==> config.mk <==
export PLATFORM = sky130hd
export DESIGN_NAME = qspi_target
export DESIGN_NICKNAME = d
export VERILOG_FILES = /design/src/rtl/qspi_pkg.sv /design/src/rtl/qspi_edge_sync.sv /design/src/rtl/qspi_target.sv
export SDC_FILE = /design/constraint.sdc
export NUM_CORES = 1
export LEC_CHECK = 0
export CAP_MARGIN = 10
export CORE_MARGIN = 1
export CORE_UTILIZATION = 35
export CTS_BUF_LIST = sky130_fd_sc_hd__clkbuf_8
export CTS_CLUSTER_SIZE = 28
export DETAILED_ROUTE_END_ITERATION = 16
export DONT_BUFFER_PORTS = 1
export GPL_TIMING_DRIVEN = 1
export PLACE_DENSITY = 0.46
export SLEW_MARGIN = 20
export SYNTH_ARGS = -nofsm -noshare
export SYNTH_HDL_FRONTEND = slang
export SYNTH_SLANG_ARGS = --single-unit
==> constraint.sdc <==
create_clock -name clk -period 2.4 [get_ports clk]
set_clock_uncertainty 0.15 [all_clocks]
set_input_delay 0.24 -clock clk [delete_from_list [all_inputs] [get_ports clk]]
set_output_delay 0.24 -clock clk [all_outputs]
set_load 0.02 [all_outputs]
==> src/rtl/qspi_pkg.sv <==
// qspi_pkg: constants and types shared by the QSPI responder (qspi_target)
// and the benches that drive it.
//   QSPI_CMD_QREAD / QSPI_CMD_QWRITE : recognised command bytes
//   QSPI_ADDR_NIBBLES                : nibbles in the address phase (24 bits)
//   qspi_state_e                     : responder protocol state
//   qspi_cmd_known()                 : true for a command the responder serves
package qspi_pkg;

    localparam logic [7:0] QSPI_CMD_QREAD    = 8'hEB;
    localparam logic [7:0] QSPI_CMD_QWRITE   = 8'h38;
    localparam int         QSPI_ADDR_NIBBLES = 6;

    typedef enum logic [2:0] {
        QSPI_IDLE   = 3'd0,
        QSPI_CMD    = 3'd1,
        QSPI_ADDR   = 3'd2,
        QSPI_DUMMY  = 3'd3,
        QSPI_RDATA  = 3'd4,
        QSPI_WDATA  = 3'd5,
        QSPI_IGNORE = 3'd6
    } qspi_state_e;

    function automatic logic qspi_cmd_known(input logic [7:0] cmd);
        return (cmd == QSPI_CMD_QREAD) || (cmd == QSPI_CMD_QWRITE);
    endfunction

endpackage

==> src/rtl/qspi_edge_sync.sv <==
// qspi_edge_sync: two-flop synchronizer plus edge detect for a group of
// asynchronous single-bit pins.
//   clk_i   : sampling clock
//   async_i : asynchronous pin group
//   rise_o  : one-cycle pulse per bit, synced level went 0 -> 1
//   fall_o  : one-cycle pulse per bit, synced level went 1 -> 0
// Pulses appear 2 clk after the pin edge.
module qspi_edge_sync #(
    parameter int W = 2
) (
    input  logic         clk_i,
    input  logic [W-1:0] async_i,
    output logic [W-1:0] rise_o,
    output logic [W-1:0] fall_o
);

    logic [W-1:0] s1_q;
    logic [W-1:0] s2_q;
    logic [W-1:0] hist_q;

    // No reset on purpose: the history keeps tracking the pins through a
    // reset, so a chip select that is still low afterwards is not mistaken
    // for a fresh select edge. The master has to re-assert it.
    always_ff @(posedge clk_i) begin
        s1_q   <= async_i;
        s2_q   <= s1_q;
        hist_q <= s2_q;
    end

    assign rise_o = s2_q & ~hist_q;
    assign fall_o = ~s2_q & hist_q;

endmodule

==> src/rtl/qspi_target.sv <==
// qspi_target: quad-SPI responder turning 0xEB quad reads and 0x38 quad
// writes into byte accesses on a synchronous memory port. SPI pins are
// oversampled in the clk domain.
//   clk, reset            : system clock, synchronous active-high reset
//   spi_cs_n, spi_sck     : chip select (active low), SPI mode-0 clock
//   spi_din / spi_dout    : IO[3:0] input and output paths
//   spi_oe                : IO[3:0] output enable (all bits equal)
//   mem_addr              : byte address
//   mem_rd / mem_rdata    : one-cycle read strobe, data valid next cycle
//   mem_wr / mem_wdata    : one-cycle write strobe with address and data
//   dbg_state_o           : current protocol state, for observation
// Memory port: each strobe is a single-cycle request that is always
// accepted; a read returns mem_rdata on the cycle after mem_rd.
module qspi_target
    import qspi_pkg::*;
#(
    parameter int PA    = 24,
    parameter int DUMMY = 4
) (
    input  logic          clk,
    input  logic          reset,
    input  logic          spi_cs_n,
    input  logic          spi_sck,
    input  logic [3:0]    spi_din,
    output logic [3:0]    spi_dout,
    output logic [3:0]    spi_oe,
    output logic [PA-1:0] mem_addr,
    output logic          mem_rd,
    input  logic [7:0]    mem_rdata,
    output logic          mem_wr,
    output logic [7:0]    mem_wdata,
    output qspi_state_e   dbg_state_o
);

    // Pin synchronization
    logic cs_deassert, cs_assert, sck_rise, sck_fall;
    logic [3:0] din_s1_q, din_s2_q;

    qspi_edge_sync #(.W(2)) u_sync (
        .clk_i   (clk),
        .async_i ({spi_cs_n, spi_sck}),
        .rise_o  ({cs_deassert, sck_rise}),
        .fall_o  ({cs_assert, sck_fall})
    );

    // Data goes through the same two-flop depth as SCK so that din_s2_q is
    // aligned with the detected rise.
    always_ff @(posedge clk) begin
        din_s1_q <= spi_din;
        din_s2_q <= din_s1_q;
    end

    // State
    qspi_state_e   state_q, state_d;
    logic [3:0]    cnt_q, cnt_d;          // nibble / dummy-cycle counter
    logic [3:0]    cmd_hi_q, cmd_hi_d;    // first command nibble
    logic          is_read_q, is_read_d;
    logic [19:0]   addr_sh_q, addr_sh_d;  // first five address nibbles
    logic [PA-1:0] mem_addr_q, mem_addr_d;
    logic          mem_rd_q, mem_rd_d;
    logic          mem_wr_q, mem_wr_d;
    logic [7:0]    mem_wdata_q, mem_wdata_d;
    logic [3:0]    wnib_q, wnib_d;        // high nibble of the write byte
    logic [7:0]    pf_q, pf_d;            // byte fetched for the next hi drive
    logic [3:0]    lo_q, lo_d;            // low nibble still to be driven
    logic          hi_q, hi_d;            // next data nibble is the high one
    logic          rd_pend_q, rd_pend_d;  // mem_rdata valid this cycle
    logic [3:0]    dout_q, dout_d;
    logic          oe_q, oe_d;

    logic [7:0]    cmd_full;
    logic [23:0]   addr_full;

    assign cmd_full  = {cmd_hi_q, din_s2_q};
    assign addr_full = {addr_sh_q, din_s2_q};

    always_comb begin
        state_d     = state_q;
        cnt_d       = cnt_q;
        cmd_hi_d    = cmd_hi_q;
        is_read_d   = is_read_q;
        addr_sh_d   = addr_sh_q;
        mem_addr_d  = mem_addr_q;
        mem_rd_d    = 1'b0;
        mem_wr_d    = 1'b0;
        mem_wdata_d = mem_wdata_q;
        wnib_d      = wnib_q;
        pf_d        = pf_q;
        lo_d        = lo_q;
        hi_d        = hi_q;
        rd_pend_d   = mem_rd_q;
        dout_d      = dout_q;
        oe_d        = oe_q;

        if (rd_pend_q) begin
            pf_d = mem_rdata;
        end
        // Writes use the current address on the strobe cycle, then advance.
        if (mem_wr_q) begin
            mem_addr_d = mem_addr_q + 1'b1;
        end

        unique case (state_q)
            QSPI_IDLE: begin
                oe_d = 1'b0;
                if (cs_assert) begin
                    state_d = QSPI_CMD;
                    cnt_d   = 4'd0;
                end
            end
            QSPI_CMD: begin
                if (sck_rise) begin
                    cmd_hi_d = din_s2_q;
                    cnt_d    = cnt_q + 4'd1;
                    if (cnt_q == 4'd1) begin
                        cnt_d     = 4'd0;
                        is_read_d = (cmd_full == QSPI_CMD_QREAD);
                        state_d   = qspi_cmd_known(cmd_full) ? QSPI_ADDR : QSPI_IGNORE;
                    end
                end
            end
            QSPI_ADDR: begin
                if (sck_rise) begin
                    addr_sh_d = addr_full[19:0];
                    cnt_d     = cnt_q + 4'd1;
                    if (cnt_q == 4'(QSPI_ADDR_NIBBLES - 1)) begin
                        cnt_d      = 4'd0;
                        hi_d       = 1'b1;
                        mem_addr_d = addr_full[PA-1:0];
                        if (is_read_q) begin
                            state_d  = QSPI_DUMMY;
                            mem_rd_d = 1'b1;   // first byte fetched during dummy
                        end else begin
                            state_d  = QSPI_WDATA;
                        end
                    end
                end
            end
            QSPI_DUMMY: begin
                if (sck_rise) begin
                    cnt_d = cnt_q + 4'd1;
                    if (cnt_q == 4'(DUMMY - 1)) begin
                        state_d = QSPI_RDATA;
                    end
                end
            end
            QSPI_RDATA: begin
                if (sck_fall) begin
                    oe_d = 1'b1;
                    if (hi_q) begin
                        // Keep the low half locally so the prefetch can
                        // overwrite pf_q while it is still owed.
                        dout_d     = pf_q[7:4];
                        lo_d       = pf_q[3:0];
                        hi_d       = 1'b0;
                        mem_addr_d = mem_addr_q + 1'b1;
                        mem_rd_d   = 1'b1;
                    end else begin
                        dout_d = lo_q;
                        hi_d   = 1'b1;
                    end
                end
            end
            QSPI_WDATA: begin
                if (sck_rise) begin
                    if (hi_q) begin
                        wnib_d = din_s2_q;
                        hi_d   = 1'b0;
                    end else begin
                        mem_wdata_d = {wnib_q, din_s2_q};
                        mem_wr_d    = 1'b1;
                        hi_d        = 1'b1;
                    end
                end
            end
            QSPI_IGNORE: begin
                oe_d = 1'b0;
            end
            default: begin
                state_d = QSPI_IDLE;
            end
        endcase

        // Deselect wins over everything: drop strobes, a half-written byte
        // and any prefetch still on its way back.
        if (cs_deassert) begin
            state_d   = QSPI_IDLE;
            oe_d      = 1'b0;
            dout_d    = 4'd0;
            mem_rd_d  = 1'b0;
            mem_wr_d  = 1'b0;
            rd_pend_d = 1'b0;
            hi_d      = 1'b1;
            cnt_d     = 4'd0;
        end
    end

    always_ff @(posedge clk) begin
        if (reset) begin
            state_q     <= QSPI_IDLE;
            cnt_q       <= 4'd0;
            cmd_hi_q    <= 4'd0;
            is_read_q   <= 1'b0;
            addr_sh_q   <= 20'd0;
            mem_addr_q  <= '0;
            mem_rd_q    <= 1'b0;
            mem_wr_q    <= 1'b0;
            mem_wdata_q <= 8'd0;
            wnib_q      <= 4'd0;
            pf_q        <= 8'd0;
            lo_q        <= 4'd0;
            hi_q        <= 1'b1;
            rd_pend_q   <= 1'b0;
            dout_q      <= 4'd0;
            oe_q        <= 1'b0;
        end else begin
            state_q     <= state_d;
            cnt_q       <= cnt_d;
            cmd_hi_q    <= cmd_hi_d;
            is_read_q   <= is_read_d;
            addr_sh_q   <= addr_sh_d;
            mem_addr_q  <= mem_addr_d;
            mem_rd_q    <= mem_rd_d;
            mem_wr_q    <= mem_wr_d;
            mem_wdata_q <= mem_wdata_d;
            wnib_q      <= wnib_d;
            pf_q        <= pf_d;
            lo_q        <= lo_d;
            hi_q        <= hi_d;
            rd_pend_q   <= rd_pend_d;
            dout_q      <= dout_d;
            oe_q        <= oe_d;
        end
    end

    assign spi_dout    = dout_q;
    assign spi_oe      = {4{oe_q}};
    assign mem_addr    = mem_addr_q;
    assign mem_rd      = mem_rd_q;
    assign mem_wr      = mem_wr_q;
    assign mem_wdata   = mem_wdata_q;
    assign dbg_state_o = state_q;

endmodule

==> PnR_summary.wiki, run 1 <==
{| class="wikitable"
! Metric !! Value
|-
| Area taken by flip-flops and latches || between 2000 and 2500 um^2
|-
| Worst-Margin Slew || ~0.53 ns
|-
| Run status || finished clean
|-
| WL final || between 10 and 15 mm
|-
| Fin util || 42.83%
|-
| Pleak || a little over 2 nW
|-
| Final count of hold timing violations || 0
|-
| Floorplan die area || about 14000 um^2
|-
| Multi-input logic area || 2401 um^2
|-
| Number of setup violations in the final report || 0
|-
| Width of the die || between 100 and 150 um
|-
| Synthesized cell area || 4651 um^2
|-
| Largest net degree at the start of global routing || 73
|-
| Number of buffers on the longest clock path || 2
|-
| Setup crit end || mem_addr[3]$_SDFF_PP0_
|-
| Reg-to-Reg End || mem_addr[3]$_SDFF_PP0_
|-
| Peak ir drop on the vdd network || about 0.36 mV
|-
| RSZ-0062 raised after global routing || false
|-
| Deepest level of the CTS H-tree || 3
|-
| Synthesized area divided by synthesized cell count || roughly 8.6 um^2
|-
| Warning count from the yosys run || 0
|-
| Final ANT Viol Nets || 0
|-
| Setup slack of the worst register-to-register path || 0.16 ns
|-
| Worst-path fanout max || 7
|-
| Cell taking the most area after synthesis || sky130_fd_sc_hd__dfxtp_1
|-
| Async SR Flop Fraction || 0%
|-
| Post-route clock period utilization || 93.46%
|-
| Syn_nets || 561
|-
| Site row count || 41
|-
| Critical path class || flop to flop
|-
| Vertical die dimension || between 100 and 150 um
|-
| Detailed-routing iteration count for the pre-antenna-repair pass || 8
|-
| Clk Tree Root Cell || sky130_fd_sc_hd__clkbuf_8
|-
| Share of layout cells above drive strength 1 || between 10% and 20%
|-
| Top cells by area, synth || sky130_fd_sc_hd__dfxtp_1 (44%), sky130_fd_sc_hd__mux2i_1 (6.7%), sky130_fd_sc_hd__nand2_1 (6.4%)
|-
| Worst reg2reg path startpoint || u_sync.s2_q[0]$_DFF_P_
|-
| Layout filler cell count || 1327
|-
| Total congestion overflow || 0
|-
| R2R depth || 6
|-
| Worst-skew pair later-pin latency || 0.40 ns
|-
| Highest clock frequency the design can meet || ~450 MHz
|-
| Final net count || 599
|-
| CP arrival || ~2.4 ns
|-
| DRC violations left || 0
|-
| Total clock sinks || 103
|-
| Number of global-route vias before repair || between 3k and 4k
|-
| Core region area || ~13000 um^2
|-
| Iter 0 DRT Violations || about 180
|-
| First element of the critical path || u_sync.s2_q[0]$_DFF_P_
|-
| Clock edge transition at the registers on the reported setup and hold paths || between 0.1 and 0.15 ns
|-
| Synth top area share || roughly 44%
|-
| Worst hold margin || between 0.04 and 0.05 ns
|-
| Main flop type after synthesis || sky130_fd_sc_hd__dfxtp_1
|-
| Sum of routed wire segments on met1 || around 6 mm
|-
| WL per Instance || around 18 um
|-
| Cell-internal power || between 2 and 2.5 mW
|-
| Count of state elements after synthesis || 103
|-
| Sw Share || 23.18%
|-
| Power density over the cells || between 500 and 600 nW/um^2
|-
| Path class of the lowest-slack min-delay path || input port to flop
|-
| Number of library cell types mapped by synthesis || 69
|-
| Crit path time final || 2.243 ns
|-
| DP Wirelength || 9.295 mm
|-
| Critical Path Sink Type || flop
|-
| Clock share of power || between 40% and 50%
|-
| Routed wire length on met3 || ~830 um
|-
| Starting density of the core || ~36%
|-
| Net switching component of the power || slightly above 0.7 mW
|-
| # Max-Cap Violations || 0
|-
| Cts bufs inserted || 9
|-
| Number of top-level design ports || 61
|-
| Most frequent cells in the layout || sky130_fd_sc_hd__dfxtp_1 (102), sky130_fd_sc_hd__nand2_1 (79), sky130_fd_sc_hd__nor2_1 (52), sky130_fd_sc_hd__a21oi_1 (50), sky130_fd_sc_hd__buf_4 (44)
|-
| Diode count || 0
|-
| CTS tree || built
|-
| Global-route wire length before repair || 21.12 mm
|-
| CP required || 2.58 ns
|-
| Leading cell type in the layout, fill and taps excluded || sky130_fd_sc_hd__dfxtp_1
|-
| IO buf count || 0
|-
| Sum of negative setup slack || 0 ns
|-
| Share of synthesized area occupied by flip-flops and latches || 44.34%
|-
| Global-route usage over all layers || 20.76%
|-
| Sequential fraction of design power || a little under three fifths
|-
| P&R area growth vs syn || 17.62%
|-
| HP Start || reset
|-
| Number of enable-type register cells in the synthesized netlist || 0
|-
| Number of antenna violations at the first check in global routing || 0
|-
| Post-route total power || ~3.1 mW
|-
| Count of mapped cells out of synthesis || 542
|-
| Combinational power share || around 3.2%
|-
| Ratio of routed vias to standard cells || 5.420
|-
| Uppermost routed layer || met4
|-
| Critical path launch point type || flop
|-
| Final Max Slew Viols || 0
|-
| Weighted congestion at the end of routability-driven global placement || 0.8088
|-
| Via count || approximately 4k
|-
| Met2 wire length || ~6.1 mm
|-
| Max transition margin || approximately 64%
|}
-- cell families after synthesis --
| logic type | count (synthesis) | synth area share (%) |
|---|---|---|
| simple gates | 225 | 24.13 |
| compound gates | 125 | 17.68 |
| flops | 103 | 44.34 |
| buf+inv | 44 | 4.251 |
| mux | 32 | 6.914 |
| xor+xnor | 10 | 1.883 |
| fa+ha+maj | 3 | 0.8072 |
-- worst min path at each step --
stage                                      end  depth (start not counted)  slack, ns
global placement           din_s1_q[2]$_DFF_P_                          0       0.12
CTS                     wnib_q[3]$_SDFFE_PP0P_                          2       0.05
global route          cmd_hi_q[0]$_SDFFE_PP0P_                          2       0.05
finish              addr_sh_q[13]$_SDFFE_PP0P_                          2       0.04
detailed placement      u_sync.s1_q[1]$_DFF_P_                          0       0.12
floorplan                  din_s1_q[0]$_DFF_P_                          0       0.12
-- worst max-delay path: stages, from the launching register on --
cell and delay (ns):
sky130_fd_sc_hd__dfxtp_1 0.38, sky130_fd_sc_hd__or4b_4 0.55, sky130_fd_sc_hd__o31ai_4 0.41, sky130_fd_sc_hd__buf_6 0.18
sky130_fd_sc_hd__a21oi_1 0.06, sky130_fd_sc_hd__a311o_1 0.31, sky130_fd_sc_hd__a21oi_1 0.15
-- per-layer routing --
metal	GRT usage, %	up-vias
li1	-	2017
met1	27.05	1959
met2	32.00	111
met3	6.694	16
met4	7.679	0
met5	0	-
-- area by class of cell --
cell class,instances,share of cell area [%]
Clock buffer,10,2.516
Clock inverter,6,1.761
Inverter,10,0.6862
Timing Repair Buffer,61,9.492
Tap cell,172,3.934
Multi-Input combinational cell,395,43.89
Sequential cell,103,37.72
-- power groups by stage --
stage	sequential, mW	clock [mW]	combinational [mW]
after CTS	1.74	1.32	0.102
after floorplan	1.77	0	0.0581
after global routing	1.74	1.39	0.111
after detailed placement	1.78	0	0.0564
final	1.74	1.28	0.101
after global placement	1.78	0	0.0560
-- synth_stat cells (all sizes together) (7+ instances only) --
cell type,count
a21oi,50
a31oi,9
buf,12
clkbuf,22
dfxtp,103
inv,10
mux2i,31
nand2,79
nand3,17
nand4,9
nor2,54
nor2b,7
nor3,12
nor4,8
o21ai,17
-- stage by stage --
step / area, um^2 / cells / setup slack, ns
2_1_floorplan: 4651 / 542 / 0.1551
3_3_place_gp: 5041 / 724 / 0.1124
3_5_place_dp: 5041 / 724 / 0.07117
4_1_cts: 5453 / 756 / 0.02793
5_1_grt: 5470 / 757 / 0.01354
6_report: 5470 / 757 / 0.1569
-- registers in the layout (all words and copies together) (netlist names), 2 cells and up --
name	count
u_sync.s2_q	2
wnib_q	4
mem_wdata	8
lo_q	4
u_sync.hist_q	2
dbg_state_o	3
din_s1_q	4
spi_dout	4
u_sync.s1_q	2
addr_sh_q	20
mem_addr	24
cmd_hi_q	4
pf_q	8
cnt_q	4
din_s2_q	4
-- what timing repair did --
item,CTS,global route
hold buffers,16,0
setup endpoints to repair,0,11
hold endpoints to repair,81,0
buffers inserted,0,1
resized for setup,0,4
No activity file was read; power rests on OpenSTA's default activity.
==> run 2, diff against run 1 <==
Settings changed: CORE_ASPECT_RATIO set to 1.1.
==> run 2 against run 1 <==
Fmax decreased by 1.3%. Clock power shrank 16%. Critical path depth rose by 1. Cell count fell by 1.8%. Largest power group unchanged. The run now ends with DRC left. Largest cell class unchanged.
==> PnR_summary.wiki, run 2 (synthesis gave the netlist of run 1 again) <==
{| class="wikitable"
! Metric !! Value
|-
| Post-route clock period utilization || a little over nine tenths
|-
| Largest net degree at the start of global routing || between 70 and 80
|-
| Instance count after placement with tap cells included || 710
|-
| Floorplan die area || ~14000 um^2
|-
| Power density over the cells || around 540 nW/um^2
|-
| Critical Path Sink Type || flop
|-
| Worst-path fanout max || 7
|-
| Number of standard cells in the final layout excluding fillers || roughly 740
|-
| Clk Tree Root Cell || sky130_fd_sc_hd__clkbuf_8
|-
| DP Wirelength || between 9 and 10 mm
|-
| Final count of hold timing violations || 0
|-
| Number of buffers on the longest clock path || 2
|-
| Post-route total power || 2.922 mW
|-
| Reg-to-Reg End || mem_addr[3]$_SDFF_PP0_
|-
| Worst hold margin || 0.06429 ns
|-
| Min setup slack post-route || 0.1270 ns
|-
| Pre-CTS WS || roughly 0.13 ns
|-
| IO buf count || 0
|-
| Layout filler cell count || 1304
|-
| Via count || 4081
|-
| CP required || between 2 and 3 ns
|-
| Weighted congestion at the end of routability-driven global placement || approximately 0.81
|-
| Cts bufs inserted || 9
|-
| Global-route wire length before repair || ~21 mm
|-
| CTS tree || built
|-
| Total congestion overflow || 0
|-
| Share of layout cells above drive strength 1 || between 10 and 15%
|-
| Final Max Slew Viols || 0
|-
| Run status || finished with violations
|-
| Number of antenna violations at the first check in global routing || 0
|-
| Site row count || 43
|-
| WHS Endpoint || pf_q[0]$_SDFFE_PP0P_
|-
| Worst reg2reg path startpoint || u_sync.hist_q[0]$_DFF_P_
|-
| Global-route usage over all layers || between 10% and 20%
|-
| Worst-Margin Slew || roughly 0.54 ns
|-
| Crit path time final || roughly 2.3 ns
|-
| Core region area || 12800 um^2
|-
| Critical path class || flop to flop
|-
| Starting density of the core || 36.32%
|-
| R2R depth || 7
|-
| WL per Instance || between 15 and 20 um
|-
| Number of global-route vias before repair || 3836
|-
| Total clock sinks || 103
|-
| Highest clock frequency the design can meet || between 400 and 500 MHz
|-
| DRC violations left || 3
|-
| Width of the die || approximately 110 um
|-
| Pleak || slightly above 2 nW
|-
| Number of top-level design ports || just over 60
|-
| HP Start || reset
|-
| Leading cell type in the layout, fill and taps excluded || sky130_fd_sc_hd__dfxtp_1
|-
| Diode count || 0
|-
| Vertical die dimension || 122.9 um
|-
| Ratio of routed vias to standard cells || 5.493
|-
| Number of setup violations in the final report || 0
|-
| Final ANT Viol Nets || 0
|-
| Peak ir drop on the vdd network || ~0.32 mV
|-
| Detailed-routing iteration count for the pre-antenna-repair pass || 13
|-
| Most frequent cells in the layout || sky130_fd_sc_hd__dfxtp_1 (103), sky130_fd_sc_hd__nand2_1 (79), sky130_fd_sc_hd__nor2_1 (52), sky130_fd_sc_hd__a21oi_1 (50), sky130_fd_sc_hd__buf_4 (46)
|-
| Final net count || about 600
|-
| Multi-input logic area || around 2400 um^2
|-
| Deepest level of the CTS H-tree || 3
|-
| Hold Path Stages || 2
|-
| Critical path launch point type || flop
|-
| CP arrival || around 2.4 ns
|-
| Flip-flop count of the largest register after layout || 24
|-
| P&R area growth vs syn || 16.84%
|-
| Clock edge transition at the registers on the reported setup and hold paths || 0.09 ns
|-
| Max transition margin || between 60% and 70%
|-
| WL final || about 13 mm
|-
| Worst-skew pair later-pin latency || approximately 0.38 ns
|-
| Setup slack of the worst register-to-register path || about 0.13 ns
|-
| # Max-Cap Violations || 0
|-
| Iter 0 DRT Violations || 241
|-
| Failing checks || DRC
|-
| Area taken by flip-flops and latches || slightly above 2000 um^2
|-
| Path class of the lowest-slack min-delay path || input port to flop
|}
==> run 2: final cells by class <==
| cell class | instances | share of cell area (%) |
|---|---|---|
| sequential | 103 | 37.95 |
| timing repair buffer | 63 | 9.993 |
| clock inverter | 6 | 1.174 |
| clock buffer | 9 | 2.280 |
| inverter | 10 | 0.6908 |
| multi-input combinational | 395 | 44.30 |
| tap | 157 | 3.615 |
==> run 2: stage by stage <==
| step | setup TNS (ns) | area (um^2) | util (%) |
|---|---|---|---|
| finish | 0 | 5434 | 42.44 |
| floorplan | 0 | 4651 | - |
| CTS | 0 | 5408 | 42.23 |
| detailed placement | 0 | 5042 | 39.38 |
| global route | -0.02035 | 5434 | 42.44 |
| global placement | 0 | 5042 | 39.38 |
==> run 2: power breakdown <==
| group | internal [mW] | switching, mW | total (mW) |
|---|---|---|---|
| Clock | 0.475 | 0.608 | 1.08 |
| Sequential | 1.72 | 0.0151 | 1.74 |
| Combinational | 0.0423 | 0.0590 | 0.101 |
| Total | 2.24 | 0.682 | 2.92 |
==> run 2: what timing repair did <==
item                                   in CTS  in global routing
setup buffers                               0                  2
setup endpoints to repair                   0                 11
resized for setup                           0                  3
hold buffers                               16                  0
endpoints found under the hold margin      79                  0
==> run 2: worst max-delay path by stage <==
stage                                 to                        start  cells after the start
2_1_floorplan    mem_addr[18]$_SDFF_PP0_       mem_addr[0]$_SDFF_PP0_                      6
4_1_cts           mem_addr[3]$_SDFF_PP0_     u_sync.hist_q[0]$_DFF_P_                      6
6_report          mem_addr[3]$_SDFF_PP0_     u_sync.hist_q[0]$_DFF_P_                      7
3_5_place_dp      mem_addr[3]$_SDFF_PP0_     u_sync.hist_q[0]$_DFF_P_                      6
3_3_place_gp   mem_wdata[4]$_SDFFE_PP0P_  dbg_state_o[0]$_SDFFE_PP0P_                      6
5_1_grt          mem_addr[18]$_SDFF_PP0_       mem_addr[0]$_SDFF_PP0_                      7
==> run 2: metal layers <==
| layer | global-route usage (%) | up-vias | wire, um |
|---|---|---|---|
| met1 | 25.85 | 1963 | 6125 |
| met2 | 32.03 | 90 | 6069 |
| met5 | 0 | - | 0 |
| li1 | - | 2018 | - |
| met3 | 4.804 | 10 | 725 |
| met4 | 6.672 | 0 | 195 |
==> run 2: critical path: stages, from the launching register on <==
cell	delay [ns]
sky130_fd_sc_hd__dfxtp_1	0.41
sky130_fd_sc_hd__or4b_4	0.53
sky130_fd_sc_hd__o31ai_4	0.25
sky130_fd_sc_hd__buf_4	0.18
sky130_fd_sc_hd__buf_4	0.16
sky130_fd_sc_hd__a21oi_1	0.06
sky130_fd_sc_hd__a311o_1	0.31
sky130_fd_sc_hd__a21oi_1	0.15
